## src/rtl/clk_strobe_gen_if.sv

```systemverilog
// Bus bundle for clk_strobe_gen: control inputs and per-channel strobe outputs.
// master drives the controls (consumer side); slave is the generator.
interface clk_strobe_gen_if #(
   parameter int unsigned NUM_CH = 4,
   parameter int unsigned CNT_W  = 20
);
   localparam int unsigned SEL_W = (NUM_CH > 1) ? $clog2(NUM_CH) : 1;

   logic [NUM_CH-1:0] en;
   logic              sync_clr;
   logic              div_wr;
   logic [SEL_W-1:0]  div_sel;
   logic [CNT_W-1:0]  div_wdata;
   logic [NUM_CH-1:0] tick;
   logic [NUM_CH-1:0] tick_dly;
   logic [NUM_CH-1:0] sq_out;
   logic [NUM_CH-1:0] pending;

   modport master (
      output en, sync_clr, div_wr, div_sel, div_wdata,
      input  tick, tick_dly, sq_out, pending
   );

   modport slave (
      input  en, sync_clr, div_wr, div_sel, div_wdata,
      output tick, tick_dly, sq_out, pending
   );
endinterface

```

## src/rtl/clk_strobe_gen.sv

```systemverilog
// Multi-channel clock-enable generator. Each channel counts to a runtime divisor N and
// emits a one-cycle tick, a toggling square level and (optionally) a delayed tick.
// Divisor writes go to a shadow register and take effect at the next wrap so the running
// period is never cut short; idle or halted channels take them immediately.
// Optional feature macro: CLK_STROBE_GEN_DLY_TICK_EN builds the tick_dly flops; without it
// tick_dly is tied low and the port is kept.
module clk_strobe_gen #(
   parameter int unsigned NUM_CH   = 4,
   parameter int unsigned CNT_W    = 20,
   parameter int unsigned DIV_INIT = 4
) (
   input  logic            clk,
   input  logic            rst_n,
   clk_strobe_gen_if.slave bus
);

   logic [NUM_CH-1:0][CNT_W-1:0] cntQ, cntD;
   logic [NUM_CH-1:0][CNT_W-1:0] divActQ, divActD;
   logic [NUM_CH-1:0][CNT_W-1:0] divShdQ, divShdD;
   logic [NUM_CH-1:0]            tickQ, tickD;
   logic [NUM_CH-1:0]            sqQ, sqD;
   logic [NUM_CH-1:0]            pendQ, pendD;

   logic [NUM_CH-1:0]            wrSel;
   logic [NUM_CH-1:0]            run;
   logic [NUM_CH-1:0]            wrap;

   // Per-channel decode of the write strobe and the run/wrap conditions.
   always_comb begin
      wrSel = '0;
      run   = '0;
      wrap  = '0;
      for (int i = 0; i < int'(NUM_CH); i++) begin
         // Out-of-range selects match no channel and are dropped.
         wrSel[i] = bus.div_wr && (int'(bus.div_sel) == i);
         run[i]   = bus.en[i] && (divActQ[i] != '0);
         // >= rather than == keeps a stale count from running past a shortened divisor.
         wrap[i]  = run[i] && (cntQ[i] >= divActQ[i] - CNT_W'(1));
      end
   end

   // Next-state for counters, strobes and the shadow/active divisor pair.
   always_comb begin
      cntD    = cntQ;
      divActD = divActQ;
      divShdD = divShdQ;
      tickD   = '0;
      sqD     = sqQ;
      pendD   = pendQ;
      for (int i = 0; i < int'(NUM_CH); i++) begin
         if (wrSel[i]) begin
            divShdD[i] = bus.div_wdata;
         end
         if (bus.sync_clr) begin
            cntD[i] = '0;
            sqD[i]  = 1'b0;
            // Same-cycle write wins over an older pending shadow.
            if (wrSel[i]) begin
               divActD[i] = bus.div_wdata;
            end else if (pendQ[i]) begin
               divActD[i] = divShdQ[i];
            end
            pendD[i] = 1'b0;
         end else begin
            if (!run[i]) begin
               if (divActQ[i] == '0) begin
                  cntD[i] = '0;
               end
            end else if (wrap[i]) begin
               cntD[i]  = '0;
               tickD[i] = 1'b1;
               sqD[i]   = ~sqQ[i];
            end else begin
               cntD[i] = cntQ[i] + CNT_W'(1);
            end

            // No period in flight (idle/halted) or one ending now: apply at once.
            if (wrSel[i]) begin
               if (!run[i] || wrap[i]) begin
                  divActD[i] = bus.div_wdata;
                  pendD[i]   = 1'b0;
               end else begin
                  pendD[i] = 1'b1;
               end
            end else if (pendQ[i] && (!bus.en[i] || wrap[i])) begin
               divActD[i] = divShdQ[i];
               pendD[i]   = 1'b0;
            end
         end
      end
   end

   // Channel state registers; programmed divisors fall back to DIV_INIT on reset.
   always_ff @(posedge clk or negedge rst_n) begin
      if (!rst_n) begin
         cntQ    <= '0;
         divActQ <= {NUM_CH{CNT_W'(DIV_INIT)}};
         divShdQ <= {NUM_CH{CNT_W'(DIV_INIT)}};
         tickQ   <= '0;
         sqQ     <= '0;
         pendQ   <= '0;
      end else begin
         cntQ    <= cntD;
         divActQ <= divActD;
         divShdQ <= divShdD;
         tickQ   <= tickD;
         sqQ     <= sqD;
         pendQ   <= pendD;
      end
   end

`ifdef CLK_STROBE_GEN_DLY_TICK_EN
   logic [NUM_CH-1:0] tickDlyQ;

   // Delayed strobe follows tick unconditionally; only reset clears it.
   always_ff @(posedge clk or negedge rst_n) begin
      if (!rst_n) begin
         tickDlyQ <= '0;
      end else begin
         tickDlyQ <= tickQ;
      end
   end

   assign bus.tick_dly = tickDlyQ;
`else
   assign bus.tick_dly = '0;
`endif

   assign bus.tick    = tickQ;
   assign bus.sq_out  = sqQ;
   assign bus.pending = pendQ;

endmodule

```

## src/flat_wrapper.sv

```systemverilog
// flat-port wrapper written by rule: the top's interface ports become plain ports
module clk_strobe_gen_flat 
#(
   parameter int unsigned NUM_CH   = 4,
   parameter int unsigned CNT_W    = 20,
   parameter int unsigned DIV_INIT = 4
)
  (clk, rst_n, bus_en, bus_sync_clr, bus_div_wr, bus_div_sel, bus_div_wdata, bus_tick, bus_tick_dly, bus_sq_out, bus_pending);
  clk_strobe_gen_if #(.NUM_CH(NUM_CH), .CNT_W(CNT_W)) bus_i ();
  input  logic clk;
  input  logic rst_n;
  input wire logic [$bits(bus_i.en)-1:0] bus_en;
  input wire logic [$bits(bus_i.sync_clr)-1:0] bus_sync_clr;
  input wire logic [$bits(bus_i.div_wr)-1:0] bus_div_wr;
  input wire logic [$bits(bus_i.div_sel)-1:0] bus_div_sel;
  input wire logic [$bits(bus_i.div_wdata)-1:0] bus_div_wdata;
  output wire logic [$bits(bus_i.tick)-1:0] bus_tick;
  output wire logic [$bits(bus_i.tick_dly)-1:0] bus_tick_dly;
  output wire logic [$bits(bus_i.sq_out)-1:0] bus_sq_out;
  output wire logic [$bits(bus_i.pending)-1:0] bus_pending;
  assign bus_i.en = bus_en;
  assign bus_i.sync_clr = bus_sync_clr;
  assign bus_i.div_wr = bus_div_wr;
  assign bus_i.div_sel = bus_div_sel;
  assign bus_i.div_wdata = bus_div_wdata;
  assign bus_tick = bus_i.tick;
  assign bus_tick_dly = bus_i.tick_dly;
  assign bus_sq_out = bus_i.sq_out;
  assign bus_pending = bus_i.pending;
  clk_strobe_gen #(.NUM_CH(NUM_CH), .CNT_W(CNT_W), .DIV_INIT(DIV_INIT)) u_core (.clk(clk), .rst_n(rst_n), .bus(bus_i));
endmodule
```

## config.mk

```make
export PLATFORM = sky130hd
export DESIGN_NAME = clk_strobe_gen_flat
export DESIGN_NICKNAME = d
export VERILOG_FILES = /design/src/rtl/clk_strobe_gen_if.sv /design/src/rtl/clk_strobe_gen.sv /design/src/flat_wrapper.sv
export SDC_FILE = /design/constraint.sdc
export NUM_CORES = 1
export LEC_CHECK = 0
export CAP_MARGIN = 0
export CORE_MARGIN = 2
export CORE_UTILIZATION = 60
export CTS_CLUSTER_SIZE = 28
export DETAILED_ROUTE_END_ITERATION = 12
export HOLD_SLACK_MARGIN = 0.1
export PLACE_DENSITY = 0.81
export SYNTH_ARGS = -nofsm -noshare
export SYNTH_HDL_FRONTEND = slang
export SYNTH_SLANG_ARGS = --single-unit
```

## constraint.sdc

```tcl
create_clock -name clk -period 10.2 [get_ports clk]
set_input_delay 2.55 -clock clk [delete_from_list [all_inputs] [get_ports clk]]
set_output_delay 2.55 -clock clk [all_outputs]
set_load 0.01 [all_outputs]
```

==> impl_results.md <==
* Status: finished, final reports clean
* Initial Utilization at approximately three fifths
* Die area at around 24000 sq um
* Worst reg-to-reg setup slack at roughly 5300 ps
* Vias in the first global route at between 10k and 15k
* Routed vias at 10.1k
* GRT overflow at 0
* Drt drc at 0
* Internal power at ~2200 uW
* Worst relative slew slack at a little over a fifth
* Initial antenna violation count at 0
* Worst Path Arrival at around 5300 ps
* Crit path max fanout at 20
* Worst-path clk slew at about 60 ps
* Post-cts gate resize count at 0
* Syn. warnings at 0
* EDFF count, synth at 0
* Total Routing Usage GR at approximately 26%
* Power Dens Cells at approximately 200 nW/um^2
* Switching share of power at between 30% and 40%
* Avg Vias per Cell at ~6.2
* DR pass1 iterations at 5
* Routed length per instance at 18.5 um
* Post-CTS Setup Bufs at 0
* RSZ-0062 raised after global routing: false
* Clock tree from TritonCTS: built
* Largest family of logic cells by synthesized area: simple AND/OR/NAND/NOR gates
* Mux contribution to synthesized area at between 10 and 15%
* Slew @ Worst Pin at between 1000 and 1500 ps
* Synth cell types at a little over 60
* Clock insertion delay at the later pin of the skew report at around 540 ps
* Clk sink count at between 200 and 300
* Area Overhead vs Synth at 11.8%
* Final nets at between 1k and 1.5k
* Sw Pwr at 951 uW
* Minimum clock period at around 4900 ps
* Final hold violation count at 0
* Adder-Cell Fraction of Synth Area at between 8 and 9%
* FF+latch count, synth at 252
* VDD IR max at 159 uV
* Buffers added on ports at 41
* Share of cells above drive strength 1 at ~13%
* DP HPWL at a little over 20000 um
* Hold Crit Class: register to register
* Post-Syn Area at 13900 sq um
* Post-Synth XOR/XNOR Area at about 5.5%
* Clock power frac at between 30% and 40%
* First-pass GRT wire length at ~51000 um
* Slew Limit Fails at 0
* MaxCap Viol Count at 0
* Largest net degree at the start of global routing at roughly 120
* Asr flop ratio synth at 100%
* Post-synthesis simple-gate area fraction at ~16%
* Root buf cell: clkbuf_16
* Die span in x at approximately 160 um
* Area fraction in compound gates after synthesis at 8.22%
* Seq/Total Area, Yosys at between 40% and 50%
* Synthesized instance count at between 1k and 1.5k
* Reg power frac at approximately 44%
* Final setup violation count at 0
* Lkg Pwr at between 0.006 and 0.007 uW
* Setup Crit Path Kind: register to register
* Clock skew at 15.0 ps
* Core outline area at 22700 sq um
* Gpl congestion at roughly 0.86
* Ports at 46
* CP endpoint kind: register
* Post-route clock period utilization at a little under half
* Final instance area at ~16000 sq um
* Top_reg_cell synth: dfrtp_1
* Max H-tree Level at 1
* Achievable Freq at 206 MHz
* N_diodes at 0
* TritonCTS Buffers at 26
* DP Area at 14600 sq um
* CP required at 10610 ps
* Mean post-synth cell area at between 10 and 15 sq um
* Post-DRT Antenna Nets at 0
* Die Y at ~160 um
* Logic pwr share at roughly 23%
* Type of origin of the critical path: register
* DRT iter0 DRCs at approximately 550
* Post-route setup TNS at 0 ps
* Row cnt at 55
* DRT Wirelength at ~30000 um
* CTS max path bufs at 3
* Hold Buf Count CTS at 0
critical path: stages (launching register included):
cell and delay [ps]:
dfrtp_1 420, or4_1 600, nor3_2 330, nand3_1 260
nor3b_1 300, xnor2_1 100, ha_1 320, nand4_1 130
nor3_1 330, nand3_1 120, o211ai_1 620, or2_1 470
o21ai_1 120, buf_4 250, mux2_1 350
metrics by stage:
stage               util, %  instances  power [uW]  hold WS (ps)  worst slack (ps)
floorplan                 -       1293        1870           465              6140
global placement       64.3       1589        2030           475              5080
detailed placement     64.3       1589        2080           481              4970
CTS                    68.5       1637        3140           496              5340
global route           68.5       1637        3300           511              5000
finish                 68.5       1637        3120           494              5340
Yosys cell counts, types with 25 or more instances:
master,count,share of area [%]
nand4_1,25,1.1
nand3_1,62,2.2
dfrtp_1,244,44
nor2_1,96,2.6
o21ai_0,28,1.0
ha_1,92,8.3
mux2_1,73,5.9
nor3_1,37,1.3
xnor2_1,65,4.1
clkbuf_1,25,0.67
a21oi_1,54,1.9
mux2_2,90,7.3
and3_1,29,1.3
nand2_1,76,2.0
final cells by class:
class	instances	area, sq um
Multi-Input combinational cell	977	7350
Fill cell	1638	7140
Sequential cell	252	6320
Clock buffer	37	793
Timing Repair Buffer	52	498
Tap cell	285	357
Clock inverter	11	160
Inverter	23	86.3
kinds of logic (layout without fill, tap and decap cells):
family / Yosys count / count (layout)
adders and majority gates: 92 / 92
muxes: 177 / 177
other: 1 / 4
buffers and inverters: 64 / 123
xor gates and xnor gates: 87 / 87
DFF: 252 / 252
and+or+nand+nor: 442 / 442
AOI/OAI and AO/OA: 175 / 175
state kept, by name, indices dropped and copies added (netlist names):
name	cells
u_core.cntQ	80
u_core.divActQ	80
u_core.divShdQ	80
u_core.bus.pending	4
u_core.bus.sq_out	4
u_core.bus.tick	4
routing by layer:
metal	part of all wire (%)	global-route usage (%)	wire length [um]
met5	0	0	0
met4	1.7	5.94	527
met3	4.7	4.54	1440
met2	48	42.9	14600
met1	46	34.9	13800
path summary, 6_finish.rpt:
kind                                         start                  to  cells after the start
worst min register to register  u_core.divShdQ[68]  u_core.divShdQ[68]                      1
max in group asynchronous                    rst_n  u_core.divActQ[23]                      2
worst max register to register   u_core.divActQ[3]  u_core.divActQ[16]                     14
min in group asynchronous                    rst_n     u_core.cntQ[48]                      1
worst max-delay path             u_core.divActQ[3]  u_core.divActQ[16]                     14
worst min-delay path            u_core.divShdQ[68]  u_core.divShdQ[68]                      1
cells in the final DEF, fill, tap and decap left out, types with 5 or more instances in the layout:
master / instances
a211o_1: 5
a211oi_1: 8
a21o_1: 14
a21oi_1: 54
a221o_1: 7
a22o_1: 10
a31oi_1: 21
and2_1: 6
and3_1: 29
buf_4: 11
clkbuf_16: 27
clkbuf_8: 8
clkdlybuf4s50_1: 40
clkinv_2: 5
dfrtp_1: 244
dfstp_2: 8
ha_1: 92
inv_1: 23
mux2_1: 73
mux2_2: 90
mux2i_1: 14
nand2_1: 76
nand2b_1: 8
nand3_1: 62
nand3b_1: 5
nand4_1: 25
nor2_1: 95
nor2_2: 7
nor2b_1: 10
nor3_1: 37
nor3b_1: 5
nor4_1: 20
o21ai_0: 28
o31ai_1: 5
or2_2: 6
or3_1: 23
or4_1: 13
xnor2_1: 65
xor2_1: 22
power groups by stage:
stage	clock network (uW)	registers (uW)	logic [uW]
after detailed placement	0	1390	693
after global placement	0	1380	648
after CTS	1060	1380	707
after floorplan	0	1340	530
final	1040	1380	702
after global routing	1100	1410	789
No activity file was read; power rests on OpenSTA's default activity.
